--- config.mk ---
export PLATFORM = sky130hd
export DESIGN_NAME = sddr_line_buffer
export DESIGN_NICKNAME = d
export VERILOG_FILES = /design/src/rtl/sddr_pkg.sv /design/src/rtl/sddr_word_merge.sv /design/src/rtl/sddr_line_buffer.sv
export SDC_FILE = /design/constraint.sdc
export NUM_CORES = 1
export LEC_CHECK = 0
export CAP_MARGIN = 20
export CORE_MARGIN = 2
export CORE_UTILIZATION = 30
export CTS_CLUSTER_SIZE = 25
export DETAILED_ROUTE_END_ITERATION = 6
export GPL_ROUTABILITY_DRIVEN = 0
export GPL_TIMING_DRIVEN = 1
export SYNTH_ARGS = -nofsm -noshare
export SYNTH_HDL_FRONTEND = slang
export SYNTH_HIERARCHICAL = 1
export SYNTH_SLANG_ARGS = --single-unit
--- constraint.sdc ---
create_clock -name cpu_clock_i -period 17.3 [get_ports cpu_clock_i]
set_input_delay 2.595 -clock cpu_clock_i [delete_from_list [all_inputs] [get_ports cpu_clock_i]]
set_output_delay 2.595 -clock cpu_clock_i [all_outputs]
set_load 0.05 [all_outputs]
--- src/rtl/sddr_pkg.sv ---
// ---------------------------------------------------------------------------
// sddr_pkg
// Shared definitions for the SDDR line buffer and its neighbours: the line
// buffer FSM state encoding, default geometry matching the controller, and
// helper functions that derive address/line widths from that geometry.
// ---------------------------------------------------------------------------
package sddr_pkg;

  // Default geometry; keep in step with the controller's parameters.
  localparam int DEFAULT_BANK_BITS    = 3;
  localparam int DEFAULT_ROW_BITS     = 13;
  localparam int DEFAULT_COL_BITS     = 10;
  localparam int DEFAULT_DATA_BITS    = 16;
  localparam int DEFAULT_BURST_LENGTH = 8;

  typedef enum logic [2:0] {
    ST_IDLE,
    ST_WB_REQ,
    ST_FILL_REQ,
    ST_FILL_WAIT,
    ST_FLUSH_WB,
    ST_RESPOND
  } lb_state_e;

  // Byte address width: bank + row + column + byte-within-DDR-word.
  function automatic int calc_address_bits(int bank_bits, int row_bits,
                                           int col_bits, int data_bits);
    return bank_bits + row_bits + col_bits + $clog2(data_bits / 8);
  endfunction

  // One whole burst forms one line.
  function automatic int calc_line_bits(int data_bits, int burst_length);
    return data_bits * burst_length;
  endfunction

  // Byte-offset bits within a line.
  function automatic int calc_ofs_bits(int line_bits);
    return $clog2(line_bits / 8);
  endfunction

  // Number of 32-bit CPU words per line.
  function automatic int calc_words(int line_bits);
    return line_bits / 32;
  endfunction

endpackage : sddr_pkg

--- src/rtl/sddr_word_merge.sv ---
// ---------------------------------------------------------------------------
// sddr_word_merge
// Combinational byte-enable merge of one 32-bit word into a line.
//   line_i   : line before the operation
//   idx_i    : 32-bit word index within the line
//   wdata_i  : write data (byte b = wdata_i[8b+7:8b])
//   be_i     : byte enables; all-zero makes this a pure read
//   line_o   : line after the merge
//   word_o   : addressed word after the merge
// ---------------------------------------------------------------------------
module sddr_word_merge
  import sddr_pkg::*;
#(
  parameter int LINE_BITS = 128,
  parameter int IDX_BITS  = 2
) (
  input  logic [LINE_BITS-1:0] line_i,
  input  logic [IDX_BITS-1:0]  idx_i,
  input  logic [31:0]          wdata_i,
  input  logic [3:0]           be_i,
  output logic [LINE_BITS-1:0] line_o,
  output logic [31:0]          word_o
);

  localparam int WORDS = calc_words(LINE_BITS);

  always_comb begin
    // NOTE: every output gets a default before any conditional assignment,
    // so no path leaves a value held and no latch is inferred.
    line_o = line_i;
    word_o = '0;
    for (int w = 0; w < WORDS; w++) begin
      if (idx_i == w[IDX_BITS-1:0]) begin
        for (int b = 0; b < 4; b++) begin
          if (be_i[b]) begin
            line_o[32*w + 8*b +: 8] = wdata_i[8*b +: 8];
          end
        end
        word_o = line_o[32*w +: 32];
      end
    end
  end

endmodule : sddr_word_merge

--- src/rtl/sddr_line_buffer.sv ---
// ---------------------------------------------------------------------------
// sddr_line_buffer
// Single-line write-back, write-allocate buffer between the CPU bus and the
// DDR controller's whole-line data port. One clock, async active-high reset.
//   cpu_req_*      : CPU word request (valid/ready), byte enables for writes
//   cpu_rsp_*      : one-cycle response pulse with the addressed word
//   flush_i        : level request to write back a dirty line and invalidate
//   flush_done_o   : one-cycle pulse when the flush has completed
//   data_cmd_*     : line command to the controller (valid/ack), held until ack
//   data_rsp_*     : fill data pulse from the controller
// ---------------------------------------------------------------------------
module sddr_line_buffer
  import sddr_pkg::*;
#(
  parameter  int BANK_BITS    = DEFAULT_BANK_BITS,
  parameter  int ROW_BITS     = DEFAULT_ROW_BITS,
  parameter  int COL_BITS     = DEFAULT_COL_BITS,
  parameter  int DATA_BITS    = DEFAULT_DATA_BITS,
  parameter  int BURST_LENGTH = DEFAULT_BURST_LENGTH,
  localparam int ADDRESS_BITS = calc_address_bits(BANK_BITS, ROW_BITS, COL_BITS, DATA_BITS),
  localparam int LINE_BITS    = calc_line_bits(DATA_BITS, BURST_LENGTH)
) (
  input  logic                    cpu_clock_i,
  input  logic                    reset_i,
  input  logic                    cpu_req_valid,
  output logic                    cpu_req_ready,
  input  logic [ADDRESS_BITS-1:0] cpu_req_addr,
  input  logic                    cpu_req_write,
  input  logic [31:0]             cpu_req_wdata,
  input  logic [3:0]              cpu_req_be,
  output logic                    cpu_rsp_valid,
  output logic [31:0]             cpu_rsp_data,
  input  logic                    flush_i,
  output logic                    flush_done_o,
  output logic                    data_cmd_valid,
  output logic [ADDRESS_BITS-1:0] data_cmd_address,
  output logic                    data_cmd_write,
  input  logic                    data_cmd_ack,
  output logic [LINE_BITS-1:0]    data_cmd_data_o,
  input  logic                    data_rsp_ready,
  input  logic [LINE_BITS-1:0]    data_rsp_data_i
);

  localparam int OFS_BITS = calc_ofs_bits(LINE_BITS);
  localparam int IDX_BITS = OFS_BITS - 2;
  localparam int TAG_BITS = ADDRESS_BITS - OFS_BITS;

  // Control state (reset)
  lb_state_e               state_q;
  logic                    valid_q;
  logic                    dirty_q;
  logic                    cmd_valid_q;
  logic [ADDRESS_BITS-1:0] cmd_addr_q;
  logic                    cmd_write_q;
  logic [LINE_BITS-1:0]    cmd_data_q;
  logic                    rsp_valid_q;
  logic [31:0]             rsp_data_q;
  logic                    flush_done_q;

  // Line storage and latched request (not reset)
  logic [LINE_BITS-1:0]    line_q;
  logic [TAG_BITS-1:0]     tag_q;
  logic [TAG_BITS-1:0]     lat_tag_q;
  logic [IDX_BITS-1:0]     lat_idx_q;
  logic                    lat_write_q;
  logic [31:0]             lat_wdata_q;
  logic [3:0]              lat_be_q;

  // Request decode
  logic [TAG_BITS-1:0]     req_tag;
  logic [IDX_BITS-1:0]     req_idx;
  logic                    req_fire;
  logic                    hit;
  logic                    unused_addr_bits;

  assign req_tag          = cpu_req_addr[ADDRESS_BITS-1:OFS_BITS];
  assign req_idx          = cpu_req_addr[OFS_BITS-1:2];
  assign unused_addr_bits = ^cpu_req_addr[1:0];
  assign hit              = valid_q && (tag_q == req_tag);

  // Ready is also gated by reset so every output reads 0 while reset is held.
  assign cpu_req_ready = (state_q == ST_IDLE) && !flush_i && !reset_i;
  assign req_fire      = cpu_req_valid && cpu_req_ready;

  // Merge datapath: a hit operates on the resident line with the live
  // request; a fill operates on the incoming line with the latched request.
  logic                 fill_mode;
  logic [LINE_BITS-1:0] m_line;
  logic [IDX_BITS-1:0]  m_idx;
  logic [31:0]          m_wdata;
  logic [3:0]           m_be;
  logic [LINE_BITS-1:0] merged_line;
  logic [31:0]          merged_word;
  logic                 hit_we;
  logic                 fill_we;

  always_comb begin
    fill_mode = (state_q == ST_FILL_WAIT);
    if (fill_mode) begin
      m_line  = data_rsp_data_i;
      m_idx   = lat_idx_q;
      m_wdata = lat_wdata_q;
      m_be    = lat_write_q ? lat_be_q : 4'b0000;
    end else begin
      m_line  = line_q;
      m_idx   = req_idx;
      m_wdata = cpu_req_wdata;
      m_be    = cpu_req_write ? cpu_req_be : 4'b0000;
    end
  end

  assign hit_we  = req_fire && hit && cpu_req_write;
  assign fill_we = fill_mode && data_rsp_ready;

  sddr_word_merge #(
    .LINE_BITS (LINE_BITS),
    .IDX_BITS  (IDX_BITS)
  ) u_word_merge (
    .line_i  (m_line),
    .idx_i   (m_idx),
    .wdata_i (m_wdata),
    .be_i    (m_be),
    .line_o  (merged_line),
    .word_o  (merged_word)
  );

  // NOTE: line and tag contents carry no reset; valid_q alone decides whether
  // they mean anything, so resetting the wide storage would buy nothing.
  always_ff @(posedge cpu_clock_i) begin
    if (req_fire) begin
      lat_tag_q   <= req_tag;
      lat_idx_q   <= req_idx;
      lat_write_q <= cpu_req_write;
      lat_wdata_q <= cpu_req_wdata;
      lat_be_q    <= cpu_req_be;
    end
    if (hit_we || fill_we) begin
      line_q <= merged_line;
    end
    if (fill_we) begin
      tag_q <= lat_tag_q;
    end
  end

  // NOTE: sequential state uses non-blocking assignments so every register
  // samples pre-edge values regardless of statement order.
  always_ff @(posedge cpu_clock_i or posedge reset_i) begin
    if (reset_i) begin
      state_q      <= ST_IDLE;
      valid_q      <= 1'b0;
      dirty_q      <= 1'b0;
      cmd_valid_q  <= 1'b0;
      cmd_addr_q   <= '0;
      cmd_write_q  <= 1'b0;
      cmd_data_q   <= '0;
      rsp_valid_q  <= 1'b0;
      rsp_data_q   <= '0;
      flush_done_q <= 1'b0;
    end else begin
      // Pulses default low and are raised only on their completion cycle.
      rsp_valid_q  <= 1'b0;
      flush_done_q <= 1'b0;

      case (state_q)
        ST_IDLE: begin
          if (flush_i) begin
            if (valid_q && dirty_q) begin
              cmd_valid_q <= 1'b1;
              cmd_addr_q  <= {tag_q, {OFS_BITS{1'b0}}};
              cmd_write_q <= 1'b1;
              cmd_data_q  <= line_q;
              state_q     <= ST_FLUSH_WB;
            end else begin
              valid_q      <= 1'b0;
              flush_done_q <= 1'b1;
            end
          end else if (cpu_req_valid) begin
            if (hit) begin
              rsp_valid_q <= 1'b1;
              rsp_data_q  <= merged_word;
              if (cpu_req_write) begin
                dirty_q <= 1'b1;
              end
              state_q <= ST_RESPOND;
            end else if (valid_q && dirty_q) begin
              cmd_valid_q <= 1'b1;
              cmd_addr_q  <= {tag_q, {OFS_BITS{1'b0}}};
              cmd_write_q <= 1'b1;
              cmd_data_q  <= line_q;
              state_q     <= ST_WB_REQ;
            end else begin
              cmd_valid_q <= 1'b1;
              cmd_addr_q  <= {req_tag, {OFS_BITS{1'b0}}};
              cmd_write_q <= 1'b0;
              state_q     <= ST_FILL_REQ;
            end
          end
        end

        // Write-back taken: the fill command follows on the very next cycle,
        // so cmd_valid_q stays high while address/direction change.
        ST_WB_REQ: begin
          if (data_cmd_ack) begin
            valid_q     <= 1'b0;
            dirty_q     <= 1'b0;
            cmd_addr_q  <= {lat_tag_q, {OFS_BITS{1'b0}}};
            cmd_write_q <= 1'b0;
            state_q     <= ST_FILL_REQ;
          end
        end

        ST_FILL_REQ: begin
          if (data_cmd_ack) begin
            cmd_valid_q <= 1'b0;
            state_q     <= ST_FILL_WAIT;
          end
        end

        ST_FILL_WAIT: begin
          if (data_rsp_ready) begin
            valid_q     <= 1'b1;
            dirty_q     <= lat_write_q;
            rsp_valid_q <= 1'b1;
            rsp_data_q  <= merged_word;
            state_q     <= ST_RESPOND;
          end
        end

        ST_FLUSH_WB: begin
          if (data_cmd_ack) begin
            cmd_valid_q  <= 1'b0;
            valid_q      <= 1'b0;
            dirty_q      <= 1'b0;
            flush_done_q <= 1'b1;
            state_q      <= ST_IDLE;
          end
        end

        ST_RESPOND: state_q <= ST_IDLE;

        default: state_q <= ST_IDLE;
      endcase
    end
  end

  assign cpu_rsp_valid    = rsp_valid_q;
  assign cpu_rsp_data     = rsp_data_q;
  assign flush_done_o     = flush_done_q;
  assign data_cmd_valid   = cmd_valid_q;
  assign data_cmd_address = cmd_addr_q;
  assign data_cmd_write   = cmd_write_q;
  assign data_cmd_data_o  = cmd_data_q;

endmodule : sddr_line_buffer

==> results.sh <==
export IMPL_power_density_mw_per_mm2=192
export IMPL_first_pass_iters=5
export IMPL_post_dp_cell_area_mm2=0.0242
export IMPL_route_antenna_remaining_nets=0
export IMPL_crit_fanout=6
export IMPL_overflow=0
export IMPL_cts_sinks=405
export IMPL_r2r_setup_slack_ps=12460
export IMPL_multi_input_area_mm2=0.00777
export IMPL_start_util_pct=30.4
export IMPL_yosysSeqAreaShare_pct=57.2
export IMPL_cp_data_required_time_ps=14700
export IMPL_worstPathCellList="clkdlybuf4s50_1 -> inv_1 -> nand2_1 -> nor2_1 -> clkdlybuf4s50_1"
export IMPL_seqPwrFrac_pct=30.7
export IMPL_hold_depth=0
export IMPL_finalClockSkew_ps=28.1
export IMPL_fin_crit_ps=7050
export IMPL_endpoint_kind="output pin"
export IMPL_rsz0062_at_grt="no"
export IMPL_synthCells=1366
export IMPL_placement_io_buffers=383
export IMPL_clock_latency_ps=580
export IMPL_r2r_end="line_q[28]"
export IMPL_synth_area_leaders="edfxtp_1 33%, mux2_2 28%, dfrtp_1 25%, mux2i_1 1.5%, o21ai_0 1.5%"
export IMPL_antennaDiodeCount=0
export IMPL_final_cell_mix="479 x mux2_2, 383 x clkdlybuf4s50_1, 213 x edfxtp_1, 192 x dfrtp_1, 62 x nand2_1"
export IMPL_wirelength_um=58900
export IMPL_seq_area_mm2=0.0112
export IMPL_coreArea_mm2=0.0645
export IMPL_grt_pass1_wl_um=87400
export IMPL_cpMostUsedCell="clkdlybuf4s50_1"
export IMPL_slowest_stage="clkdlybuf4s50_1"
export IMPL_layout_drive_gt1_share_pct=33.2
export IMPL_fin_tns_setup_ps=0
export IMPL_yosys_register_bits=405
export IMPL_cts_hold_buf=0
export IMPL_clockBufferDepth=3
export IMPL_fin_crit_sh_pct=40.8
export IMPL_antenna_found_initial=5
export IMPL_worstHoldEndpoint="tag_q[2]"
export IMPL_p_clk_share_pct=20.7
export IMPL_final_common_cell="mux2_2"
export IMPL_synth_edf_count=213
export IMPL_setup_violations=0
export IMPL_cts_root_buffer="clkbuf_16"
export IMPL_grt_pass1_vias=13400
export IMPL_num_io_pins=390
export IMPL_die_h_um=259
export IMPL_hold_violations=0
export IMPL_grtUsageTotal_pct=17.2
export IMPL_cts_tree="yes"
export IMPL_final_cell_area_mm2=0.0257
export IMPL_area_delta_synth_final_pct=31.5
export IMPL_drc=0
export IMPL_cts_clk_slew_worst_paths_ps=60
export IMPL_r2r_cells=8
export IMPL_cts_buffers=48
export IMPL_routedWlPerCell_um=22.4
export IMPL_fillers=6016
export IMPL_post_cts_buffers=0
export IMPL_ys_flop_type="edfxtp_1"
export IMPL_swShare_pct=41.1
export IMPL_syn_area_mm2=0.0196
export IMPL_p_switching_uw=2030
export IMPL_yosysUniqueCellTypes=46
export IMPL_ir_drop_uv=127
export IMPL_slew_viol_final=0
export IMPL_path_class="in2out"
export IMPL_hp_class="reg2reg"
export IMPL_grt_max_degree=83
export IMPL_internal_power_uw=2920
export IMPL_r2r_start="state_q[2]"
export IMPL_drv_cap=0
export IMPL_async_reset_ff_share_pct=47.4
export IMPL_num_vias=12600
export IMPL_cpPeakStageDelay_ps=830
export IMPL_num_rows=93
export IMPL_startpoint_type="input pin"
export IMPL_status="finished clean"
export IMPL_ctsHtreeMaxLevel=2
export IMPL_hpwl_um=39000
export IMPL_crit_start="flush_i"
export IMPL_placed_cells=2543
export IMPL_die_area_mm2=0.0673
export IMPL_synth_top_area_share_pct=32.7
export IMPL_drt_iter0_drc=540
export IMPL_slew_headroom_pct=27.8
export IMPL_p_comb_share_pct=48.6
export IMPL_cts_resized=0
export IMPL_worst_pin_slew_ps=1080
export IMPL_synth_warnings=6
export IMPL_synth_top_cell_by_area="edfxtp_1"
export IMPL_finalNonFillerCells=2633
export IMPL_p_leak_uw=0.00960
export IMPL_arrival_ps=4460
export IMPL_final_nets=1936
export IMPL_viasPerCell=4.79
export IMPL_die_w_um=259
export IMPL_avgSynthCellArea_um2=14.3
export IMPL_holdCritStartpoint="lat_tag_q[2]"
export IMPL_clock_fmax_ghz=0.142
==> cells by family (layout without fill, tap and decap cells) <==
logic type	Yosys count	count (layout)	synth area share [%]
mux	531	531	30.4
flops	405	405	57.2
simple gates	153	153	3.98
compound gates	142	142	4.29
buf+inv	118	527	3.41
xor+xnor	16	16	0.716
other cells	1	4	0.0192
==> registers in the layout, indices dropped and copies added, names as in the netlist, 2 cells and up <==
| register | cells |
|---|---|
| cpu_rsp_data | 32 |
| data_cmd_address | 23 |
| data_cmd_data_o | 128 |
| lat_be_q | 4 |
| lat_idx_q | 2 |
| lat_tag_q | 23 |
| lat_wdata_q | 32 |
| line_q | 128 |
| state_q | 3 |
| tag_q | 23 |
==> final cells by class <==
class	instances	share of cell area (%)
clock buffers	72	5.38
clock inverters	18	0.783
inverters	35	0.540
multi-input cells	846	30.2
flip-flops and latches	405	43.5
well taps	855	4.16
repair buffers	402	15.4
==> power groups by stage <==
stage	clock, µW	sequential [µW]	combinational (µW)
after global placement	0	1530	2410
after CTS	1060	1520	2430
after detailed placement	0	1540	2430
after floorplan	0	2280	905
after global routing	1100	1560	2530
final	1020	1520	2410
==> Yosys cell counts (6+ instances only) <==
master	n
a21oi_1	35
a221o_1	6
buf_2	20
buf_4	7
buf_6	23
clkbuf_1	27
dfrtp_1	192
edfxtp_1	213
inv_1	35
mux2_1	22
mux2_2	480
mux2i_1	29
nand2_1	63
nand2_2	8
nand2b_1	16
nand3_1	15
nor2_1	10
nor2b_1	8
nor3_1	6
o21ai_0	57
o22ai_1	29
xor2_1	13
==> worst max-delay path: cells and delay by family <==
family,cells,cell delay [ps]
buffers and inverters,3,1540
and+or+nand+nor,2,310
==> through the flow <==
step	power (µW)	setup slack (ps)	util [%]	hold WS (ps)
final	4950	10250	39.9	449
after global routing	5190	10160	39.9	451
after CTS	5010	10250	39.9	448
after detailed placement	3960	10260	37.5	431
after global placement	3940	10230	37.5	427
after floorplan	3190	1730	-	426
==> layer usage <==
metal	vias to the layer above	track usage, %	part of all wire, %	routed length [µm]
li1	5833	-	-	-
met1	6369	22.0	43	25600
met2	322	29.6	49	29000
met3	85	3.59	5.1	3030
met4	10	4.28	2.0	1200
met5	-	0	0.11	65
==> worst max-delay path by stage <==
stage / slack (ps) / depth (start not counted) / end
4_1_cts: 10250 / 5 / cpu_req_ready
3_5_place_dp: 10260 / 5 / cpu_req_ready
6_report: 10250 / 5 / cpu_req_ready
2_1_floorplan: 1730 / 6 / line_q[0]
5_1_grt: 10160 / 5 / cpu_req_ready
3_3_place_gp: 10230 / 5 / cpu_req_ready
(Power assumes the default switching activity.)
